<file path="src/rtl/baud_tick_gen_if.sv">
// ============================================================================
// Module  : baud_tick_gen_if
// Brief   : Control / tick bundle for the fractional baud timing generator.
// Revision: 1.0 - initial release
// ============================================================================
`default_nettype none

interface baud_tick_gen_if #(
    parameter int ACC_WIDTH = 24
);
    logic                 enable;
    logic                 resync;
    logic                 inc_load;
    logic [ACC_WIDTH-1:0] inc_in;
    logic                 os_tick;
    logic                 bit_tick;
    logic                 mid_tick;
    logic [ACC_WIDTH-1:0] inc_cur;

    modport master (
        output enable, resync, inc_load, inc_in,
        input  os_tick, bit_tick, mid_tick, inc_cur
    );

    modport slave (
        input  enable, resync, inc_load, inc_in,
        output os_tick, bit_tick, mid_tick, inc_cur
    );
endinterface

`default_nettype wire

</file>
<file path="src/rtl/baud_tick_gen.sv">
// ============================================================================
// Module  : baud_tick_gen
// Brief   : Phase-accumulator baud generator with oversample, bit and mid-bit ticks.
// Revision: 1.0 - initial release
// ============================================================================
`default_nettype none

module baud_tick_gen #(
    parameter int CLKFREQ    = 100_000_000,
    parameter int BAUD       = 9600,
    parameter int OVERSAMPLE = 16,
    parameter int ACC_WIDTH  = 24
) (
    input  wire                   clk,
    input  wire                   rst,
    baud_tick_gen_if.slave        bus
);
    // Increment rounded to nearest: (BAUD*OS*2^W + CLKFREQ/2) / CLKFREQ
    localparam logic [63:0] c_INC_WIDE =
        (64'(BAUD) * 64'(OVERSAMPLE) * (64'd1 << ACC_WIDTH) + 64'(CLKFREQ) / 64'd2)
        / 64'(CLKFREQ);
    localparam logic [ACC_WIDTH-1:0] c_INC_DEFAULT = c_INC_WIDE[ACC_WIDTH-1:0];

    localparam int c_SUB_W = (OVERSAMPLE > 2) ? $clog2(OVERSAMPLE) : 1;
    localparam logic [c_SUB_W-1:0] c_SUB_LAST = c_SUB_W'(OVERSAMPLE - 1);
    localparam logic [c_SUB_W-1:0] c_SUB_MID  = c_SUB_W'(OVERSAMPLE / 2 - 1);

    logic [ACC_WIDTH-1:0] r_acc;
    logic [ACC_WIDTH-1:0] r_inc;
    logic [c_SUB_W-1:0]   r_sub;
    logic                 r_os;
    logic                 r_bit;
    logic                 r_mid;

    logic [ACC_WIDTH:0]   w_sum;
    logic                 w_carry;

    assign w_sum   = {1'b0, r_acc} + {1'b0, r_inc};
    assign w_carry = w_sum[ACC_WIDTH];

    always_ff @(posedge clk) begin
        if (rst) begin
            r_acc <= '0;
            r_inc <= c_INC_DEFAULT;
            r_sub <= '0;
            r_os  <= 1'b0;
            r_bit <= 1'b0;
            r_mid <= 1'b0;
        end else begin
            // The increment reload is independent of resync/enable so the
            // rate can be changed while the phase keeps running.
            if (bus.inc_load) begin
                r_inc <= bus.inc_in;
            end

            if (bus.resync) begin
                r_acc <= '0;
                r_sub <= '0;
                r_os  <= 1'b0;
                r_bit <= 1'b0;
                r_mid <= 1'b0;
            end else if (bus.enable) begin
                r_acc <= w_sum[ACC_WIDTH-1:0];
                if (w_carry) begin
                    r_os  <= 1'b1;
                    r_bit <= (r_sub == c_SUB_LAST);
                    r_mid <= (r_sub == c_SUB_MID);
                    r_sub <= (r_sub == c_SUB_LAST) ? '0 : r_sub + 1'b1;
                end else begin
                    r_os  <= 1'b0;
                    r_bit <= 1'b0;
                    r_mid <= 1'b0;
                end
            end else begin
                r_os  <= 1'b0;
                r_bit <= 1'b0;
                r_mid <= 1'b0;
            end
        end
    end

    assign bus.os_tick  = r_os;
    assign bus.bit_tick = r_bit;
    assign bus.mid_tick = r_mid;
    assign bus.inc_cur  = r_inc;

endmodule

`default_nettype wire

</file>
<file path="src/flat_wrapper.sv">
// flat-port wrapper written by rule: the top's interface ports become plain ports
module baud_tick_gen_flat 
#(
    parameter int CLKFREQ    = 100_000_000,
    parameter int BAUD       = 9600,
    parameter int OVERSAMPLE = 16,
    parameter int ACC_WIDTH  = 24
)
  (clk, rst, bus_enable, bus_resync, bus_inc_load, bus_inc_in, bus_os_tick, bus_bit_tick, bus_mid_tick, bus_inc_cur);
  baud_tick_gen_if #(.ACC_WIDTH(ACC_WIDTH)) bus_i ();
  input  wire clk;
  input  wire rst;
  input wire logic [$bits(bus_i.enable)-1:0] bus_enable;
  input wire logic [$bits(bus_i.resync)-1:0] bus_resync;
  input wire logic [$bits(bus_i.inc_load)-1:0] bus_inc_load;
  input wire logic [$bits(bus_i.inc_in)-1:0] bus_inc_in;
  output wire logic [$bits(bus_i.os_tick)-1:0] bus_os_tick;
  output wire logic [$bits(bus_i.bit_tick)-1:0] bus_bit_tick;
  output wire logic [$bits(bus_i.mid_tick)-1:0] bus_mid_tick;
  output wire logic [$bits(bus_i.inc_cur)-1:0] bus_inc_cur;
  assign bus_i.enable = bus_enable;
  assign bus_i.resync = bus_resync;
  assign bus_i.inc_load = bus_inc_load;
  assign bus_i.inc_in = bus_inc_in;
  assign bus_os_tick = bus_i.os_tick;
  assign bus_bit_tick = bus_i.bit_tick;
  assign bus_mid_tick = bus_i.mid_tick;
  assign bus_inc_cur = bus_i.inc_cur;
  baud_tick_gen #(.CLKFREQ(CLKFREQ), .BAUD(BAUD), .OVERSAMPLE(OVERSAMPLE), .ACC_WIDTH(ACC_WIDTH)) u_core (.clk(clk), .rst(rst), .bus(bus_i));
endmodule
</file>
<file path="config.mk">
export PLATFORM = sky130hd
export DESIGN_NAME = baud_tick_gen_flat
export DESIGN_NICKNAME = d
export VERILOG_FILES = /design/src/rtl/baud_tick_gen_if.sv /design/src/rtl/baud_tick_gen.sv /design/src/flat_wrapper.sv
export SDC_FILE = /design/constraint.sdc
export NUM_CORES = 1
export LEC_CHECK = 0
export ABC_CLOCK_PERIOD_IN_PS = 4100
export BUFFER_PORTS_ARGS = -buffer_cell sky130_fd_sc_hd__buf_2
export CAP_MARGIN = 20
export CORE_ASPECT_RATIO = 0.8
export CORE_MARGIN = 5
export CORE_UTILIZATION = 61
export DETAILED_ROUTE_END_ITERATION = 6
export PLACE_DENSITY_LB_ADDON = 0.12
export SLEW_MARGIN = 20
export SYNTH_ARGS = -nofsm -noshare
export SYNTH_HDL_FRONTEND = slang
export SYNTH_SLANG_ARGS = --single-unit
</file>
<file path="constraint.sdc">
create_clock -name clk -period 4.1 [get_ports clk]
set_input_delay 0.615 -clock clk [delete_from_list [all_inputs] [get_ports clk]]
set_output_delay 0.615 -clock clk [all_outputs]
set_load 0.01 [all_outputs]
</file>
-- After elaboration in Yosys (flattened, before gate mapping)
Index checks and enable logic that the tools add are counted.
- add/sub/neg operators: 2
- equality and inequality tests: 2
- muxes and demuxes: 2
- bitwise operators: 2
- reductions and logical operators: 4
- operator list (operator ; count):
    24-bit by 24-bit adder with 25-bit output ; 1
    4-bit by 1-bit adder with 4-bit output (second input constant) ; 1
    4-bit by 3-bit equality test with 1-bit output (second input constant) ; 1
    4-bit equality test (second input constant) ; 1
    4-bit 2-to-1 mux ; 1
    4-bit OR reduction ; 1
    3-bit OR reduction ; 1
    1-bit NOT ; 2
    2-bit AND reduction ; 1
    2-bit OR reduction ; 1
    1-bit 2-to-1 mux ; 1
- flip-flop bits (word level): 55
- input port bits: 29

-- Logic depth before layout (Yosys ltp)
Gate-level depths: netlist of the first run.
- depth after elaboration: 3
- mapped depth: 9

-- Worst setup path after synthesis of the first run
Ideal clock, no wire load.
- path type: register to register
- from: register u_core.r_inc[0] (netlist: u_core.bus.inc_cur[0])
- to: register u_core.r_acc[10]
- setup time: 128 ps
- arrival: 1973 ps
- required time: 3972 ps
- slack: 1999 ps
- cell stages (with the launch flop): 10
- clock period less this slack: 2101 ps
- path through: dfxtp_1 -> ha_1 -> fa_1 -> a21oi_2 -> o211ai_4 -> a31o_2 -> a21oi_1 -> xnor2_1 -> mux2i_1 -> nor2_1
- longest elaborated chain between the ends: 1
- RTL lines (element ; RTL line ; RTL):
    from (decl) ; baud_tick_gen.sv:29 ; logic [ACC_WIDTH-1:0] r_inc;
    from (signal assigned) ; baud_tick_gen.sv:44 ; r_inc <= c_INC_DEFAULT;
    from (signal assigned) ; baud_tick_gen.sv:53 ; r_inc <= bus.inc_in;
    24-bit by 24-bit adder with 25-bit output ; baud_tick_gen.sv:38 ; assign w_sum = {1'b0, r_acc} + {1'b0, r_inc};
    to (signal assigned) ; baud_tick_gen.sv:63 ; r_acc <= w_sum[ACC_WIDTH-1:0];
    to (decl) ; baud_tick_gen.sv:28 ; logic [ACC_WIDTH-1:0] r_acc;
Every way passes these cells.
A chain may end at the register's enable or synchronous reset.

-- Final worst setup path of the first run
- from: register u_core.r_inc[0] (netlist: u_core.bus.inc_cur[0])
- to: register u_core.r_acc[22]
Same word-level chain as after synthesis.

==> run_results.csv, run 1 <==
group,metric,value,unit
placement,pre_cts_slack,1.755,ns
cts,cts.repair.resized,0,
cts,cts_tree,"built",
yosys,yosysSeqAreaShare,34.08,%
drt,detail_route.wl_per_cell,15.34,um
drt,drtIter0Drc,125,
worst_setup_path,path_class,"register to register",
power,p_per_area,333.3,nW/um^2
yosys,async_reset_ff_share,0,%
yosys,synth_nets,417,
placement,io_buffer_count,55,
worst_setup_path,crit_fanout,4,
sta,min_period_over_period,56.37,%
placement,hpwl,5.335,mm
sta,maxSlewHeadroom,48.90,%
layout,antenna_cells,0,
layout,area_growth,12.55,%
floorplan,row_count,23,
cts,cts_sinks,55,
worst_setup_path,cp.required,4.29,ns
worst_setup_path,crit_path_start_kind,"register",
yosys,yosysUniqueCellTypes,54,
worst_setup_path,critPathArrivalTime,2.50,ns
cts,h-tree-depth,2,
cts,post_cts_buffers,0,
cts,worstSkewPairLatency,0.30,ns
worst_hold_path,hold_depth,2,
yosys,ys_ff_latch,55,
drt,vias_per_cell,5.924,
layout,nNetsFinal,464,
sta,setup_viol,0,
drt,dr.pass1.iters,5,
sta,tns,0,ns
global_route,grt_max_degree,32,
worst_setup_path,rr_startpoint,"u_core.bus.inc_cur[0]$_SDFFE_PP0P_",
sta,fmaxAchievable,432.6,MHz
sta,finClkSkew,0.008338,ns
sta,fin_ws,1.789,ns
floorplan,die_x,91.37,um
global_route,grtUsageTotal,21.73,%
cts,cts_inserted_buffers,5,
floorplan,die-area,6861,sq um
global_route,grt_pass1_wl,12.25,mm
worst_hold_path,min_path_type,"register to register",
global_route,antenna_found_initial,0,
floorplan,start_util,63.78,%
floorplan,core_area,5065,sq um
worst_setup_path,crit_path_end_kind,"register",
yosys,synthCells,362,
drt,drt.antenna.violating_nets,0,
yosys,synth_area,3231,sq um
yosys,synth_edf_count,0,
yosys,avgSynthCellArea,8.924,sq um
layout,final_core_util,71.79,%
cts,root_buffer,"clkbuf_8",
drt,drcViolationCount,0,
yosys,ys.flop_type,"dfxtp_1",
cts,cts_hold_repair.buffers,0,
floorplan,ios,56,
cts,clk_path_buf_depth,2,
global_route,grt_pass1_vias,2613,
status,status,"finished clean",
global_route,grt_overflow,0,
sta,slew_violations,0,
power,p_leak,0.001649,uW
sta,fin_hold_ws,0.4635,ns
worst_hold_path,min_to,"u_core.r_acc[21]$_SDFFE_PP0P_",
worst_setup_path,r2r_cells,9,
drt,vias,2796,
sta,period_minus_slack,2.311,ns
power,vdd_drop_max,0.3680,mV
flow_run,maxCapViolations,0,
placement,gp_congestion,0.9059,
worst_hold_path,hp-start,"u_core.r_acc[21]$_SDFFE_PP0P_",
yosys,ys_warn_count,0,
sta,hold_violations,0,
layout,drive_above_1_share,20.24,%
layout,fillCellCount,405,
worst_setup_path,reg2reg_slack,1.79,ns
floorplan,die_y,75.09,um
drt,wl,7.239,mm
worst_setup_path,reg2reg_to,"u_core.r_acc[22]$_SDFFE_PP0P_",
sta,tightest_slew,0.7665,ns
cts,cts.clk_slew.worst_paths,0.10,ns
sta,rsz0062_at_grt,"false",
[logic make-up after synthesis]
kind of cell | after synthesis | synth area share [%]
compound gates | 97 | 20.64
flops | 55 | 34.08
simple gates | 115 | 17.62
fa+ha+maj | 26 | 10.30
mux | 27 | 8.366
xor+xnor | 21 | 5.693
buf+inv | 21 | 3.292
[worst max-delay path, stage by stage, from the launching register on]
cell       delay, ns
dfxtp_1         0.34
ha_1            0.23
fa_1            0.42
a21oi_2         0.27
o211ai_4        0.15
nand4bb_1       0.17
a31oi_1         0.16
a21boi_1        0.23
xor2_1          0.17
o21ai_1         0.07
[worst max path at each step]
stage,startpoint,to,slack [ns],cells after the start
after global placement,bus_enable,u_core.r_sub[3]$_SDFFE_PP0P_,1.80,7
after floorplan,u_core.bus.inc_cur[0]$_SDFFE_PP0P_,u_core.r_acc[10]$_SDFFE_PP0P_,2.00,9
final,u_core.bus.inc_cur[0]$_SDFFE_PP0P_,u_core.r_acc[22]$_SDFFE_PP0P_,1.79,9
after CTS,u_core.bus.inc_cur[0]$_SDFFE_PP0P_,u_core.r_acc[22]$_SDFFE_PP0P_,1.80,9
after global routing,u_core.bus.inc_cur[0]$_SDFFE_PP0P_,u_core.r_acc[18]$_SDFFE_PP0P_,1.64,9
after detailed placement,bus_enable,u_core.r_sub[3]$_SDFFE_PP0P_,1.76,7
[through the flow]
| step | instances | area (sq um) | total power (uW) |
|---|---|---|---|
| 2_1_floorplan | 362 | 3231 | 746.7 |
| 3_3_place_gp | 464 | 3500 | 797.9 |
| 3_5_place_dp | 464 | 3500 | 803.9 |
| 4_1_cts | 472 | 3636 | 1220 |
| 5_1_grt | 472 | 3636 | 1271 |
| 6_report | 472 | 3636 | 1212 |
[synthesized netlist by cell type, drive strengths merged, types with 5 or more instances]
| cell type | n | area (sq um) |
|---|---|---|
| dfxtp | 55 | 1101 |
| nor2 | 42 | 157.7 |
| nand2 | 32 | 125.1 |
| a21oi | 29 | 156.4 |
| mux2i | 27 | 270.3 |
| o21ai | 27 | 135.1 |
| ha | 25 | 312.8 |
| nor2b | 11 | 68.82 |
| xnor2 | 11 | 96.34 |
| xor2 | 10 | 87.58 |
| clkbuf | 9 | 53.81 |
| a211o | 7 | 61.31 |
| a31oi | 7 | 58.81 |
| a211oi | 6 | 60.06 |
| buf | 6 | 30.03 |
| inv | 6 | 22.52 |
| o211ai | 6 | 58.81 |
| nand3 | 5 | 25.02 |
[cell usage in the layout (no fill, tap or decap), drive strengths merged, types with 3 or more instances in the layout]
cell type	n
a211o	7
a211oi	6
a21oi	29
a31oi	7
and2	3
and3	4
buf	55
clkbuf	5
dfxtp	55
ha	25
inv	6
mux2i	27
nand2	32
nand3	5
nand3b	4
nor2	42
nor2b	11
nor3	3
o211ai	6
o21ai	27
o21bai	3
or3	3
xnor2	11
xor2	10
[sequential cells by signal (all words and copies together) (netlist names)]
| signal | flops |
|---|---|
| u_core.r_acc | 24 |
| u_core.bus.bit_tick | 1 |
| u_core.bus.os_tick | 1 |
| u_core.bus.mid_tick | 1 |
| u_core.bus.inc_cur | 24 |
| u_core.r_sub | 4 |
[layout make-up]
| cell class | instances | area, sq um | share of cell area [%] |
|---|---|---|---|
| Clock buffer | 5 | 68.82 | 1.893 |
| Clock inverter | 3 | 67.56 | 1.858 |
| Inverter | 6 | 22.52 | 0.6194 |
| Multi-Input combinational cell | 286 | 2023 | 55.64 |
| Sequential cell | 55 | 1101 | 30.28 |
| Tap cell | 62 | 77.57 | 2.134 |
| Timing Repair Buffer | 55 | 275.3 | 7.571 |
[per-layer routing]
layer / global-route usage, % / up-vias / wire length, um
li1: - / 1391 / -
met1: 30.81 / 1313 / 3572
met2: 35.28 / 88 / 3167
met3: 3.896 / 4 / 451
met4: 4.235 / 0 / 47
met5: 0 / - / 0
[power by group]
part           switching, uW  leakage, uW  total [uW]  internal, uW
clock network            174    0.0000644         417           243
logic                    124      0.00113         218          94.5
registers               18.6     0.000450         577           558
total                    316      0.00165        1210           896
No activity file was read; power rests on OpenSTA's default activity.
==> run 2: changes to the inputs <==
--- a/config.mk
+++ b/config.mk
@@ -5,12 +5,12 @@
 export SDC_FILE = /design/constraint.sdc
 export NUM_CORES = 1
 export LEC_CHECK = 0
-export ABC_CLOCK_PERIOD_IN_PS = 4100
+export ABC_CLOCK_PERIOD_IN_PS = 1920
 export BUFFER_PORTS_ARGS = -buffer_cell sky130_fd_sc_hd__buf_2
 export CAP_MARGIN = 20
 export CORE_ASPECT_RATIO = 0.8
 export CORE_MARGIN = 5
-export CORE_UTILIZATION = 61
+export CORE_UTILIZATION = 51
 export DETAILED_ROUTE_END_ITERATION = 6
 export PLACE_DENSITY_LB_ADDON = 0.12
 export SLEW_MARGIN = 20
==> constraint.sdc (replaced) <==
create_clock -name clk -period 1.92 [get_ports clk]
set_input_delay 0.288 -clock clk [delete_from_list [all_inputs] [get_ports clk]]
set_output_delay 0.288 -clock clk [all_outputs]
set_load 0.01 [all_outputs]
==> run_results.csv, run 2 (synthesized netlist as in run 1, its figures left out) <==
group,metric,value,unit
status,status,"finished, violations left",
status,violations,"negative setup slack",
drt,detail_route.wl_per_cell,15.88,um
power,vdd_drop_max,0.4389,mV
drt,dr.pass1.iters,4,
sta,fmaxAchievable,478.7,MHz
cts,root_buffer,"clkbuf_8",
cts,cts_tree,"built",
worst_hold_path,hold_depth,2,
flow_run,maxCapViolations,0,
power,p_per_area,576.6,nW/um^2
layout,mostFrequentLayoutCell,"buf_4",
worst_setup_path,r2r_cells,9,
power,internal_power,1889,uW
power,p_comb_share,26.6,%
floorplan,row_count,26,
layout,seqCellArea,1129,sq um
worst_hold_path,min_path_type,"input port to register",
placement,hpwl,6.451,mm
floorplan,die-area,8036,sq um
sta,period_minus_slack,2.089,ns
placement,dpl.cell_count,549,
worst_hold_path,min_to,"u_core.bus.inc_cur[3]$_SDFFE_PP1P_",
layout,fillCellCount,463,
drt,drtIter0Drc,163,
placement,gp_congestion,0.8968,
cts,cts_inserted_buffers,5,
floorplan,die_y,81.19,um
sta,fin_hold_ws,0.1813,ns
power,p_clk_share,26.8,%
sta,setup_viol,13,
floorplan,start_util,51.45,%
drt,vias_per_cell,5.418,
cts,cts_sinks,55,
power,pwr-share-seq,46.7,%
power,swShare,29.26,%
worst_setup_path,rr_startpoint,"u_core.bus.inc_cur[0]$_SDFFE_PP0P_",
floorplan,core_area,6279,sq um
sta,tightest_slew,0.5193,ns
drt,wl,8.956,mm
global_route,grt_pass1_vias,2937,
layout,final_core_util,73.77,%
worst_setup_path,crit_path_start_kind,"register",
layout,nNetsFinal,534,
worst_setup_path,reg2reg_slack,-0.17,ns
worst_setup_path,path_class,"register to register",
sta,tns,-0.7212,ns
layout,area_growth,43.38,%
power,p_sw,781.4,uW
layout,drive_above_1_share,45.83,%
worst_setup_path,crit_path_end_kind,"register",
sta,min_period_over_period,108.8,%
sta,rsz0062_at_grt,"true",
cts,clk_path_buf_depth,2,
worst_setup_path,critPathArrivalTime,2.29,ns
global_route,antenna_found_initial,0,
layout,fin_area,4632,sq um
sta,fin_ws,-0.1692,ns
layout,antenna_cells,0,
cts,h-tree-depth,2,
drt,vias,3056,
worst_setup_path,cp.required,2.12,ns
floorplan,ios,56,
cts,cts.clk_slew.worst_paths,0.10,ns
worst_hold_path,hp-start,"bus_inc_in[3]",
global_route,grt_max_degree,22,
cts,worstSkewPairLatency,0.31,ns
sta,slew_violations,0,
drt,drt.antenna.violating_nets,0,
placement,io_buffer_count,55,
sta,maxSlewHeadroom,65.38,%
power,p_leak,0.002010,uW
global_route,grtUsageTotal,22.03,%
layout,mostFrequentLayoutCells,"buf_4 (66), buf_2 (55), nor2_1 (42)",
sta,finClkSkew,0.01003,ns
global_route,grt_overflow,0,
drt,drcViolationCount,0,
global_route,grt_pass1_wl,14.28,mm
floorplan,die_x,98.99,um
worst_setup_path,reg2reg_to,"u_core.r_acc[10]$_SDFFE_PP0P_",
layout,multiInputGateArea,2447,sq um
layout,finalNonFillerCells,564,
sta,hold_violations,0,
placement,postPlaceCellArea,4163,sq um
worst_setup_path,crit_fanout,4,
==> run 2: worst max-delay path by stage <==
stage	from	slack, ns	depth (start not counted)	end
after floorplan	u_core.bus.inc_cur[0]$_SDFFE_PP0P_	-0.03	9	u_core.r_acc[10]$_SDFFE_PP0P_
after global placement	u_core.bus.inc_cur[11]$_SDFFE_PP0P_	-0.17	8	u_core.r_sub[3]$_SDFFE_PP0P_
after detailed placement	u_core.bus.inc_cur[11]$_SDFFE_PP0P_	-0.21	8	u_core.r_sub[3]$_SDFFE_PP0P_
after CTS	u_core.bus.inc_cur[0]$_SDFFE_PP0P_	-0.16	9	u_core.r_acc[10]$_SDFFE_PP0P_
after global routing	u_core.bus.inc_cur[0]$_SDFFE_PP0P_	-0.21	9	u_core.r_acc[10]$_SDFFE_PP0P_
final	u_core.bus.inc_cur[0]$_SDFFE_PP0P_	-0.17	9	u_core.r_acc[10]$_SDFFE_PP0P_
==> run 2: power by group through the flow <==
stage,logic (uW),clock network (uW),registers (uW)
floorplan,357,0,1270
global placement,604,0,1260
detailed placement,621,0,1260
CTS,652,724,1240
global route,772,775,1250
finish,709,715,1250
==> run 2: final cells by class <==
class | instances | area share (%)
repair buffers | 125 | 17.80
multi-input cells | 286 | 52.84
well taps | 84 | 2.269
clock inverters | 1 | 0.1621
inverters | 6 | 0.4862
clock buffers | 7 | 2.080
flip-flops and latches | 55 | 24.37
==> run 2: through the flow <==
stage	worst slack (ns)	total power, uW
3_5_place_dp	-0.2104	1884
6_report	-0.1692	2671
2_1_floorplan	-0.02582	1631
5_1_grt	-0.2134	2801
4_1_cts	-0.1568	2618
3_3_place_gp	-0.1722	1864
==> run 2: critical path, stage by stage (launching register included) <==
cell	delay [ns]
dfxtp_4	0.36
ha_4	0.16
fa_2	0.37
a21oi_4	0.18
o211ai_4	0.12
a31o_2	0.24
a21oi_2	0.14
xnor2_1	0.08
mux2i_1	0.25
nor2_1	0.07
==> run 2: timing repair <==
action	in CTS	in global routing
pin swaps	17	21
resized for setup	35	43
endpoints found under the setup margin	19	21
hold buffers	0	0
buffers inserted	3	4
==> run 2: layer usage <==
metal / part of all wire [%] / routed length [um] / vias up / track usage [%]
li1: - / - / 1524 / -
met1: 48 / 4283 / 1440 / 30.50
met2: 45 / 4071 / 84 / 35.59
met3: 5.6 / 502 / 8 / 4.721
met4: 1.1 / 97 / 0 / 4.502
met5: 0 / 0 / - / 0
==> run 3: changes to the inputs <==
--- a/config.mk
+++ b/config.mk
@@ -6,12 +6,12 @@
 export NUM_CORES = 1
 export LEC_CHECK = 0
 export ABC_CLOCK_PERIOD_IN_PS = 1920
-export BUFFER_PORTS_ARGS = -buffer_cell sky130_fd_sc_hd__buf_2
 export CAP_MARGIN = 20
 export CORE_ASPECT_RATIO = 0.8
 export CORE_MARGIN = 5
-export CORE_UTILIZATION = 51
+export CORE_UTILIZATION = 57
 export DETAILED_ROUTE_END_ITERATION = 6
+export DONT_BUFFER_PORTS = 1
 export PLACE_DENSITY_LB_ADDON = 0.12
 export SLEW_MARGIN = 20
 export SYNTH_ARGS = -nofsm -noshare
==> run_results.csv, run 3 (synthesized netlist as in run 1, its figures left out) <==
group,metric,value,unit
worst_setup_path,crit_fanout,5,
cts,h-tree-depth,2,
sta,setup_viol,13,
placement,hpwl,6.019,mm
cts,worstSkewPairLatency,0.30,ns
cts,cts.clk_slew.worst_paths,0.09,ns
cts,cts_inserted_buffers,5,
cts,cts_hold_repair.buffers,0,
worst_setup_path,critPathArrivalTime,2.23,ns
sta,min_period_over_period,106.8,%
floorplan,die-area,7283,sq um
sta,finClkSkew,0.006340,ns
worst_setup_path,crit_path_end_kind,"register",
cts,clk_path_buf_depth,2,
status,violations,"negative setup slack",
floorplan,die_x,94.17,um
power,p_per_area,579.2,nW/um^2
floorplan,die_y,77.34,um
drt,drtIter0Drc,144,
drt,dr.pass1.iters,4,
sta,tightest_slew,0.4446,ns
layout,antenna_cells,0,
power,p_leak,0.001778,uW
global_route,antenna_found_initial,0,
power,p_total,2456,uW
global_route,grtUsageTotal,23.28,%
layout,finalNonFillerCells,507,
drt,wl,8.403,mm
layout,final_core_util,77.59,%
sta,maxSlewHeadroom,70.29,%
cts,root_buffer,"clkbuf_8",
sta,rsz0062_at_grt,"true",
drt,vias_per_cell,5.716,
worst_setup_path,crit_path_start_kind,"register",
cts,cts_sinks,55,
layout,nNetsFinal,484,
sta,slew_violations,0,
worst_setup_path,cp.required,2.10,ns
global_route,grt_overflow,0,
sta,period_minus_slack,2.050,ns
layout,fin_area,4240,sq um
layout,mostFrequentLayoutCell,"buf_4",
floorplan,ios,56,
floorplan,core_area,5465,sq um
sta,fin_ws,-0.1297,ns
drt,drt.antenna.violating_nets,0,
power,vdd_drop_max,0.5042,mV
floorplan,row_count,24,
sta,fin_hold_ws,0.03822,ns
placement,dpl.cell_count,490,
layout,mostFrequentLayoutCells,"buf_4 (74), nor2_1 (42), dfxtp_1 (42)",
placement,postPlaceCellArea,3882,sq um
layout,drive_above_1_share,36.13,%
placement,gp_congestion,0.9220,
status,status,"finished, violations left",
global_route,grt_max_degree,32,
placement,io_buffer_count,0,
global_route,grt_pass1_vias,2904,
drt,drcViolationCount,0,
floorplan,start_util,59.11,%
drt,vias,2898,
layout,area_growth,31.25,%
sta,hold_violations,0,
sta,fmaxAchievable,487.9,MHz
worst_setup_path,path_class,"register to register",
worst_hold_path,min_path_type,"input port to register",
drt,detail_route.wl_per_cell,16.57,um
cts,cts_tree,"built",
flow_run,maxCapViolations,0,
global_route,grt_pass1_wl,13.83,mm
## run 3: cell count changes in the layout (fill, tap and decap cells not counted), moves of 3 or more
cell	change
dfxtp_1	+3
buf_2	-55
ha_4	-5
ha_1	+3
o21ai_1	-5
o21ai_0	+5
buf_4	+8
## run 3: power by group
group / internal, uW / leakage [uW] / switching [uW]
combinational: 320 / 0.00129 / 288
clock: 253 / 0.0000383 / 357
sequential: 1190 / 0.000454 / 43.6
total: 1770 / 0.00178 / 689
## run 3: final cells by class
cell class                 instances  area [sq um]
clock buffer                       7         76.32
fill                             371          1225
inverter                           6         22.52
multi-input combinational        286          2357
sequential                        55          1120
tap                               78         97.59
timing repair buffer              75         566.8
## run 3: worst max-delay path: stages, from the launching register on
cell	delay, ns
dfxtp_2	0.35
ha_4	0.26
a21o_1	0.20
buf_4	0.15
o21ai_0	0.22
o2bb2ai_1	0.17
a21oi_2	0.08
a41oi_1	0.26
xor2_1	0.16
o21ai_1	0.07
## run 3: layer usage
layer	global-route usage [%]	vias up	routed length (um)
li1	-	1425	-
met1	32.13	1380	3873
met2	38.10	81	3876
met3	5.029	12	550
met4	3.896	0	102
met5	0	-	0
## run 3: per-stage QoR
stage / setup TNS (ns) / setup slack, ns
after floorplan: -0.02582 / -0.02582
after global placement: -0.6617 / -0.1493
final: -1.133 / -0.1297
after CTS: -0.7460 / -0.1626
after global routing: -3.532 / -0.3604
after detailed placement: -1.265 / -0.2205
## run 3: timing repair
item / CTS / global route
pin swaps: 17 / 13
endpoints found under the setup margin: 19 / 21
gates resized for setup: 31 / 23
buffers inserted: 2 / 8
## run 3: final timing paths
check,cells past startpoint,to,slack [ns],startpoint
max reg2reg,9,u_core.r_acc[21]$_SDFFE_PP0P_,-0.13,u_core.bus.inc_cur[10]$_SDFFE_PP1P_
min reg2reg,2,u_core.r_acc[19]$_SDFFE_PP0P_,0.47,u_core.r_acc[19]$_SDFFE_PP0P_
max,9,u_core.r_acc[21]$_SDFFE_PP0P_,-0.13,u_core.bus.inc_cur[10]$_SDFFE_PP1P_
min,1,u_core.bus.inc_cur[2]$_SDFFE_PP0P_,0.04,rst
